[config.mk]
export PLATFORM = sky130hd
export DESIGN_NAME = cl_serial_ack
export DESIGN_NICKNAME = d
export VERILOG_FILES = /design/src/rtl/cl_serial_pkg.sv /design/src/rtl/cl_sync_fifo.sv /design/src/rtl/cl_serial_ack.sv
export SDC_FILE = /design/constraint.sdc
export NUM_CORES = 1
export LEC_CHECK = 0
export CORE_MARGIN = 5
export CORE_UTILIZATION = 30
export DETAILED_ROUTE_END_ITERATION = 8
export PLACE_DENSITY = 0.51
export SYNTH_ARGS = -nofsm -noshare
export SYNTH_HDL_FRONTEND = slang
export SYNTH_SLANG_ARGS = --single-unit
[constraint.sdc]
create_clock -name clk_fix -period 2.85 [get_ports clk_fix]
set_input_delay 0.57 -clock clk_fix [delete_from_list [all_inputs] [get_ports clk_fix]]
set_output_delay 0.57 -clock clk_fix [all_outputs]
set_load 0.03 [all_outputs]
[src/rtl/cl_serial_pkg.sv]
// Shared definitions for the Camera Link serial return path: FSM states,
// byte tags, the register-write field layout and the frame packing helper.
package cl_serial_pkg;

   typedef enum logic [2:0] {
      ST_IDLE  = 3'd0,
      ST_START = 3'd1,
      ST_DATA  = 3'd2,
      ST_STOP  = 3'd3,
      ST_GAP   = 3'd4
   } tx_state_e;

   localparam logic [1:0]  TAG_FIRST = 2'b01;
   localparam logic [1:0]  TAG_CONT  = 2'b11;
   localparam int          ENTRY_W   = 18;
   localparam logic [15:0] MIN_BAUD_DFLT     = 16'd8;
   localparam logic [15:0] DEFAULT_BAUD_DFLT = 16'd433;

   // Register-write field layout, identical to the one the receiver decodes
   typedef struct packed {
      logic [1:0] rb;
      logic [7:0] addr;
      logic [7:0] data;
   } wr_entry_t;

   // Three bytes of one acknowledge, byte0 in the low octet (sent first)
   function automatic logic [23:0] pack_frame(input wr_entry_t e);
      logic [7:0] b0;
      logic [7:0] b1;
      logic [7:0] b2;
      b0 = {e.addr[3:0], e.rb, TAG_FIRST};
      b1 = {e.data[1:0], e.addr[7:4], TAG_CONT};
      b2 = {e.data[7:2], TAG_CONT};
      return {b2, b1, b0};
   endfunction

endpackage

[src/rtl/cl_sync_fifo.sv]
// Single-clock FIFO with occupancy output; a push into a full FIFO is
// accepted when a pop happens in the same cycle.
module cl_sync_fifo #(
   parameter int WIDTH = 18,
   parameter int DEPTH = 4,
   localparam int AW = $clog2(DEPTH),
   localparam int LW = AW + 1
) (
   input  logic             clk,
   input  logic             rst,
   input  logic             push,
   input  logic             pop,
   input  logic [WIDTH-1:0] wdata,
   output logic [WIDTH-1:0] rdata,
   output logic [LW-1:0]    level,
   output logic             full,
   output logic             empty
);

   localparam logic [LW-1:0] DEPTH_L = LW'(DEPTH);

   logic [WIDTH-1:0] mem_r [DEPTH];
   logic [AW-1:0]    wr_ptr_r;
   logic [AW-1:0]    rd_ptr_r;
   logic [LW-1:0]    count_r;
   logic             push_ok_s;
   logic             pop_ok_s;

   assign full      = (count_r == DEPTH_L);
   assign empty     = (count_r == LW'(0));
   assign pop_ok_s  = pop && !empty;
   assign push_ok_s = push && (!full || pop_ok_s);
   assign rdata     = mem_r[rd_ptr_r];
   assign level     = count_r;

   // Storage write; the head is read combinationally before being overwritten
   always_ff @(posedge clk) begin
      if (push_ok_s) begin
         mem_r[wr_ptr_r] <= wdata;
      end
   end

   // Pointer and occupancy bookkeeping
   always_ff @(posedge clk) begin
      if (rst) begin
         wr_ptr_r <= AW'(0);
         rd_ptr_r <= AW'(0);
         count_r  <= LW'(0);
      end else begin
         if (push_ok_s) begin
            wr_ptr_r <= wr_ptr_r + AW'(1);
         end
         if (pop_ok_s) begin
            rd_ptr_r <= rd_ptr_r + AW'(1);
         end
         case ({push_ok_s, pop_ok_s})
            2'b10:   count_r <= count_r + LW'(1);
            2'b01:   count_r <= count_r - LW'(1);
            default: count_r <= count_r;
         endcase
      end
   end

endmodule

[src/rtl/cl_serial_ack.sv]
// Camera Link SerTFG write-acknowledge transmitter: queues register writes and
// re-sends each one as three UART bytes at the measured baud period.
module cl_serial_ack
   import cl_serial_pkg::*;
#(
   parameter int          FIFO_DEPTH   = 4,
   parameter logic [15:0] MIN_BAUD     = MIN_BAUD_DFLT,
   parameter logic [15:0] DEFAULT_BAUD = DEFAULT_BAUD_DFLT
) (
   input  logic                         clk_fix,
   input  logic                         rst_fix,
   input  logic                         lvds_swap,
   input  logic [15:0]                  measured_baud,
   input  logic                         rb1_wen,
   input  logic                         rb2_wen,
   input  logic                         rb3_wen,
   input  logic                         rb4_wen,
   input  logic [7:0]                   reg_addr,
   input  logic [7:0]                   reg_data,
   input  logic                         tx_enable,
   output logic                         cl_sertfg,
   output logic                         busy,
   output logic                         overflow,
   output logic [$clog2(FIFO_DEPTH):0]  fifo_level
);

   tx_state_e        state_r;
   logic [16:0]      cnt_r;
   logic [16:0]      period_r;
   logic [23:0]      shift_r;
   logic [2:0]       bit_cnt_r;
   logic [1:0]       byte_cnt_r;
   logic             line_q;
   logic             busy_r;
   logic             overflow_r;

   wr_entry_t        entry_s;
   wr_entry_t        head_s;
   logic             wen_any_s;
   logic             push_s;
   logic             pop_s;
   logic             fifo_full_s;
   logic             fifo_empty_s;
   logic [ENTRY_W-1:0] fifo_rdata_s;
   logic [15:0]      baud_sel_s;
   logic [16:0]      period_next_s;
   logic             bit_end_s;

   // Capture: lowest bank index wins when several strobes coincide
   always_comb begin
      entry_s      = '{rb: 2'd0, addr: reg_addr, data: reg_data};
      wen_any_s    = rb1_wen | rb2_wen | rb3_wen | rb4_wen;
      if (rb1_wen) begin
         entry_s.rb = 2'd0;
      end else if (rb2_wen) begin
         entry_s.rb = 2'd1;
      end else if (rb3_wen) begin
         entry_s.rb = 2'd2;
      end else if (rb4_wen) begin
         entry_s.rb = 2'd3;
      end else begin
         entry_s.rb = 2'd0;
      end
   end

   assign pop_s         = (state_r == ST_IDLE) && !fifo_empty_s && tx_enable;
   assign push_s        = wen_any_s && (!fifo_full_s || pop_s);
   assign head_s        = fifo_rdata_s;
   assign baud_sel_s    = (measured_baud < MIN_BAUD) ? DEFAULT_BAUD : measured_baud;
   assign period_next_s = {1'b0, baud_sel_s} + 17'd1;
   assign bit_end_s     = (cnt_r == (period_r - 17'd1));

   cl_sync_fifo #(
      .WIDTH (ENTRY_W),
      .DEPTH (FIFO_DEPTH)
   ) u_fifo (
      .clk   (clk_fix),
      .rst   (rst_fix),
      .push  (push_s),
      .pop   (pop_s),
      .wdata (entry_s),
      .rdata (fifo_rdata_s),
      .level (fifo_level),
      .full  (fifo_full_s),
      .empty (fifo_empty_s)
   );

   // Sticky drop flag
   always_ff @(posedge clk_fix) begin
      if (rst_fix) begin
         overflow_r <= 1'b0;
      end else if (wen_any_s && !push_s) begin
         overflow_r <= 1'b1;
      end else begin
         overflow_r <= overflow_r;
      end
   end

   // Frame sequencer: bit timing, shift register and registered line level
   always_ff @(posedge clk_fix) begin
      if (rst_fix) begin
         state_r    <= ST_IDLE;
         cnt_r      <= 17'd0;
         period_r   <= 17'd1;
         shift_r    <= 24'd0;
         bit_cnt_r  <= 3'd0;
         byte_cnt_r <= 2'd0;
         line_q     <= 1'b1;
         busy_r     <= 1'b0;
      end else begin
         case (state_r)
            ST_IDLE: begin
               cnt_r <= 17'd0;
               if (pop_s) begin
                  period_r   <= period_next_s;
                  shift_r    <= pack_frame(head_s);
                  bit_cnt_r  <= 3'd0;
                  byte_cnt_r <= 2'd0;
                  line_q     <= 1'b0;
                  busy_r     <= 1'b1;
                  state_r    <= ST_START;
               end else begin
                  line_q <= 1'b1;
                  busy_r <= 1'b0;
               end
            end
            ST_START: begin
               if (bit_end_s) begin
                  cnt_r     <= 17'd0;
                  bit_cnt_r <= 3'd0;
                  line_q    <= shift_r[0];
                  shift_r   <= {1'b0, shift_r[23:1]};
                  state_r   <= ST_DATA;
               end else begin
                  cnt_r <= cnt_r + 17'd1;
               end
            end
            ST_DATA: begin
               if (bit_end_s) begin
                  cnt_r <= 17'd0;
                  if (bit_cnt_r == 3'd7) begin
                     line_q  <= 1'b1;
                     state_r <= ST_STOP;
                  end else begin
                     bit_cnt_r <= bit_cnt_r + 3'd1;
                     line_q    <= shift_r[0];
                     shift_r   <= {1'b0, shift_r[23:1]};
                  end
               end else begin
                  cnt_r <= cnt_r + 17'd1;
               end
            end
            ST_STOP: begin
               if (bit_end_s) begin
                  cnt_r <= 17'd0;
                  if (byte_cnt_r < 2'd2) begin
                     byte_cnt_r <= byte_cnt_r + 2'd1;
                     line_q     <= 1'b0;
                     state_r    <= ST_START;
                  end else begin
                     line_q  <= 1'b1;
                     state_r <= ST_GAP;
                  end
               end else begin
                  cnt_r <= cnt_r + 17'd1;
               end
            end
            ST_GAP: begin
               if (bit_end_s) begin
                  cnt_r   <= 17'd0;
                  busy_r  <= 1'b0;
                  state_r <= ST_IDLE;
               end else begin
                  cnt_r <= cnt_r + 17'd1;
               end
               line_q <= 1'b1;
            end
            default: begin
               state_r <= ST_IDLE;
               cnt_r   <= 17'd0;
               line_q  <= 1'b1;
               busy_r  <= 1'b0;
            end
         endcase
      end
   end

   assign cl_sertfg = line_q ^ lvds_swap;
   assign busy      = busy_r;
   assign overflow  = overflow_r;

endmodule

==> Word-level counts from Yosys, hierarchy flattened <==
Memories as Yosys holds them, arrays and structs flattened. A register that Yosys moved wholly into a read port is not among the register bits.
Cells that the tools add are included.
{ "word_totals": {"ff_bits": 76, "mem_bits_rw": 72, "mem_count": 1} }
{ "op_classes": {"addsub": 9, "order_cmp": 2, "eq_ne": 17, "muxes": 41, "n_bitwise": 6, "n_reduce_logical": 25} }
{ "mem_list": {"columns": ["memory", "words", "width", "rd", "rd_ports_with_merged_regs", "write_ports", "line", "text"], "rows": [
  ["u_fifo.mem_r", 4, 18, 1, 1, 1, "cl_sync_fifo.sv:22", "logic [WIDTH-1:0] mem_r [DEPTH];"]
]} }
{ "op_table": {"columns": ["op", "n"], "rows": [
  ["$mux W24", 4],
  ["$pmux W24 S3", 1],
  ["$mux W3", 10],
  ["$mux W2", 9],
  ["$add A16 B1 Y17 const B", 1],
  ["$add A17 B1 Y17 const B", 1],
  ["$eq A17 B17 Y1", 1],
  ["$sub A17 B1 Y17 const B", 1],
  ["$lt A16 B4 Y1 const B", 1],
  ["$mux W16", 1],
  ["$ne A2 B2 Y1 const B", 8],
  ["$pmux W3 S5", 1],
  ["$mux W1", 10],
  ["$eq A3 B3 Y1 const B", 3],
  ["$pmux W3 S3", 1],
  ["$add A2 B1 Y2 const B", 3],
  ["$add A3 B1 Y3 const B", 2],
  ["$eq A3 B2 Y1 const B", 2],
  ["$logic_and A1 B1 Y1", 6],
  ["$logic_not A3 Y1", 2],
  ["$pmux W3 S2", 1],
  ["$reduce_and A6 Y1", 1],
  ["$reduce_or A3 Y1", 2],
  ["$reduce_and A5 Y1", 1],
  ["other kinds (19)", 27]
]} }

==> Longest topological paths before layout <==
{ "depth": {"depth_word": 9, "mapped_depth": 12} }

==> Hierarchy <==
Synthesis repeated with hierarchy kept, for this count alone.
{ "hier_totals": {"cells_unflattened": 624, "hier_area_um2": 7141.8} }
{ "by_module_without_submodules": {"columns": ["module", "instances", "cells_each", "area_per_inst_um2", "seq_area_each_um2"], "rows": [
  ["cl_serial_ack", 1, 476, 4013.8, 1381.3],
  ["cl_sync_fifo", 1, 148, 3128.0, 2342.2]
]} }

==> Least setup slack after synthesis <==
No wires, ideal clock.
{ "synth_timing": {"path_type": "reg-to-reg", "startpoint": "register period_r[1]", "endpoint": "register byte_cnt_r[0]", "arrival_ns": 2.941, "required_ns": 2.729, "path_slack_ns": -0.212, "path_stages_with_launch": 11, "period_less_slack_ns": 3.062, "path_cell_list": "dfxtp_1 clkbuf_1 inv_1 ha_1 buf_2 or4b_4 nor4b_1 a31oi_1 or4_1 nor3_1 mux2_2"} }
{ "synth_via": {"elab_chain_cells": 4} }
{ "synth_lines": {"columns": ["item", "line", "text"], "rows": [
  ["start, declared", "cl_serial_ack.sv:29", "logic [16:0] period_r;"],
  ["start signal, assigned", "cl_serial_ack.sv:115", "period_r <= period_next_s;"],
  ["$sub A17 B1 Y17", "cl_serial_ack.sv:71", "assign bit_end_s = (cnt_r == (period_r - 17'd1));"],
  ["$eq A17 B17 Y1", "cl_serial_ack.sv:71", null],
  ["$ne A2 B2 Y1 (no source line)", null, null],
  ["$reduce_and A4 Y1 (no source line)", null, null],
  ["end signal, assigned", "cl_serial_ack.sv:157", "byte_cnt_r <= byte_cnt_r + 2'd1;"],
  ["end, declared", "cl_serial_ack.sv:32", "logic [1:0] byte_cnt_r;"]
]} }
Every way passes these cells.
A chain may end at the register's enable or synchronous reset.

==> Final worst setup path <==
{ "layout_timing": {"startpoint": "register period_r[0]", "endpoint": "register byte_cnt_r[0]"} }
The elaborated chain is that of the path after synthesis.

==> results_dict.tcl <==
set metrics [dict create \
    cts.clk_slew.worst_paths_ns 0.07 \
    clock-root-buffer "clkbuf_16" \
    fin_ws_ns 0.0831 \
    power_density_nw_per_um2 996 \
    p_int_mw 5.77 \
    async_flop_share_pct 0 \
    power_frac_comb_pct 43.4 \
    p_clk_share_pct 24.9 \
    syn_inst 627 \
    via_per_inst 4.92 \
    timing.hold.ws_ns 0.478 \
    postCtsHoldBufs 0 \
    grt_usage_pct 12.7 \
    syn_nets 678 \
    cp_cell_sequence "inv_2 -> ha_4 -> or4b_4 -> nor4b_4 -> a31oi_1 -> or4_4 -> nor3_1 -> mux2_2" \
    p_leak_nw 3.43 \
    synth_top_family_by_area "simple AND/OR/NAND/NOR gates" \
    cts.sinks 150 \
    hpwlAfterDp_um 11600 \
    synth_edf_count 72 \
    cts_made_buffers 17 \
    pre_cts_ws_ns -0.471 \
    fin_crit_ns 2.77 \
    synthMuxAreaShare_pct 8.64 \
    num_rows 56 \
    rr_startpoint "period_r[0]" \
    synth_flop_cell "dfxtp_1" \
    worst_slew_pin_slew_ns 0.642 \
    layout_common_cells "dfxtp_1, edfxtp_1, buf_4" \
    min_from "shift_r[17]" \
    synthAdderAreaFrac_pct 2.02 \
    routed_wl_um 16600 \
    design.core.area_um2 23500 \
    grt_max_degree 41 \
    antenna_found_initial 0 \
    die_w_um 165 \
    grt_pass1_wl_um 27600 \
    yosysWarnings 0 \
    instances_no_fill 1059 \
    io_pins 46 \
    critPathMaxStageDelay_ns 0.57 \
    finalSetupTns_ns 0 \
    fin_nets 778 \
    portBuffers 45 \
    end_kind "register" \
    cp.arrival_ns 3.07 \
    yosys.area_share.simple_pct 15.0 \
    drive_gt1_share_pct 22.6 \
    final_util_pct 39.3 \
    hold_depth 2 \
    final_antenna_net_count 0 \
    gr-total-overflow 0 \
    crit_slowest_cell "or4_4" \
    seqPwrFrac_pct 31.7 \
    synth_top_area_share_pct 30.1 \
    cts.path.max_buffers 2 \
    fin_skew_ns 0.0250 \
    path_max_fanout 4 \
    max_freq_ghz 0.361 \
    avgRoutedWirePerCell_um 15.7 \
    synth.avg_cell_area_um2 11.4 \
    synth_top_area_cell "edfxtp_1" \
    hold_viol_final 0 \
    cp-start-kind "register" \
    synth-xor-area-share_pct 6.23 \
    ys_types 63 \
    cts-htree-levels 4 \
    whs_endpoint "shift_r[17]" \
    drt_first_pass_iters 4 \
    clk_latency_ns 0.43 \
    syn_area_um2 7170 \
    timing.final.crit_share_pct 97.1 \
    final_common_cell "dfxtp_1" \
    synth_compound_area_share_pct 12.0 \
    drt_iter0_drc 337 \
    rrSetupSlack_ns 0.08 \
    die_h_um 165 \
    drc_errors 0 \
    syn_to_final_growth_pct 28.8 \
    status "finished clean" \
    relSlewSlack_pct 57.2 \
    p_sw_share_pct 37.2 \
    critPathTopFamily "simple AND/OR/NAND/NOR gates" \
    dieArea_um2 27100 \
    floorplan.initialDensity_pct 30.6 \
    r2r_cells 8 \
    cap_violations 0 \
    holdCritPathClass "register to register" \
    setup_viol 0 \
    critical_path_class "register to register" \
    r2r_end "byte_cnt_r[0]" \
    vias 5207 \
    synth.yosys.seq_area_share_pct 51.9 \
    synth-seq-cells 150 \
    maxSlewViolCount 0 \
    p_switching_mw 3.43 \
    n_antenna_cell 0 \
    cts_tree "yes" \
    synthTopCellsByArea "edfxtp_1, dfxtp_1, mux4_2" \
    vdd_ir_drop_max_mv 0.401 \
    worstPathRequired_ns 3.15 \
    cp_num_buf_inv 1 \
    gp_congestion 0.784 \
    placed_cells 1019 \
    grt_pass1_vias 5434 \
]
[worst reg2reg max path: stages, from the launching register on]
cell     delay (ns)
dfxtp_1        0.32
inv_2          0.06
ha_4           0.12
or4b_4         0.52
nor4b_4        0.26
a31oi_1        0.15
or4_4          0.57
nor3_1         0.29
mux2_2         0.36
[area by class of cell]
type,count,area (um2)
Timing Repair Buffer,120,1130
Fill cell,2229,14200
Sequential cell,150,3720
Inverter,27,106
Clock buffer,17,425
Tap cell,319,399
Clock inverter,15,184
Multi-Input combinational cell,411,3270
[how the worst max path moves through the flow]
stage | end | start | cells past startpoint | slack [ns]
2_1_floorplan | byte_cnt_r[0] | period_r[1] | 10 | -0.006
3_3_place_gp | shift_r[22] | tx_enable | 10 | -0.39
3_5_place_dp | shift_r[4] | tx_enable | 10 | -0.47
4_1_cts | bit_cnt_r[2] | tx_enable | 11 | -0.0008
5_1_grt | shift_r[7] | period_r[0] | 11 | -0.03
6_report | byte_cnt_r[0] | period_r[0] | 8 | 0.08
[power groups by stage]
stage	combinational [mW]	sequential, mW	clock, mW
3_5_place_dp	3.65	2.97	0
3_3_place_gp	3.59	2.95	0
6_report	4.00	2.92	2.29
5_1_grt	4.38	2.97	2.45
4_1_cts	3.70	2.92	2.34
2_1_floorplan	2.48	2.95	0
[synthesized netlist by cell type, drive strengths merged (6+ instances only)]
cell / n
and2: 6
and3: 23
nor2: 53
dfxtp: 78
nor3: 27
clkbuf: 26
xor2: 21
buf: 13
ha: 10
nor4: 7
a211oi: 45
nand3: 13
nand2: 29
nand4: 9
o21ai: 7
mux4: 18
inv: 26
o211ai: 7
edfxtp: 72
a21oi: 20
xnor2: 30
a221oi: 6
mux2i: 18
[flip-flops by register name, indices dropped and copies added (netlist names), 2 cells and up, named ones only]
signal	cells
u_fifo.mem_r	72
shift_r	24
cnt_r	17
period_r	17
bit_cnt_r	3
state_r	3
u_fifo.level	3
byte_cnt_r	2
u_fifo.rd_ptr_r	2
u_fifo.wr_ptr_r	2
[what timing repair did]
item	4_1_cts	5_1_grt
pin swaps	5	14
buffers inserted	1	5
cloned	0	2
setup endpoints to repair	25	51
resized for setup	3	20
[metal layers]
metal  track usage, %  routed length (um)  vias up  share of wire, %
met5                0                   0        -                 0
met4             3.36                 188        0               1.1
met3             2.45                 543       14               3.3
met2             21.8                8350       70                50
met1             16.4                7560     2578                45
li1                 -                   -     2545                 -
[per-stage QoR]
stage	area (um2)	total power, mW
detailed placement	8420	6.61
finish	9230	9.20
floorplan	7230	5.43
CTS	9050	8.96
global route	9230	9.80
global placement	8420	6.54
[cell families (layout without fill, tap and decap cells)]
logic type | after synthesis | count (layout)
flops | 150 | 150
mux | 39 | 39
xor+xnor | 51 | 51
compound gates | 112 | 112
simple gates | 198 | 198
buf+inv | 66 | 179
fa+ha+maj | 11 | 11
Note: power is estimated with default switching activity, not from simulation.
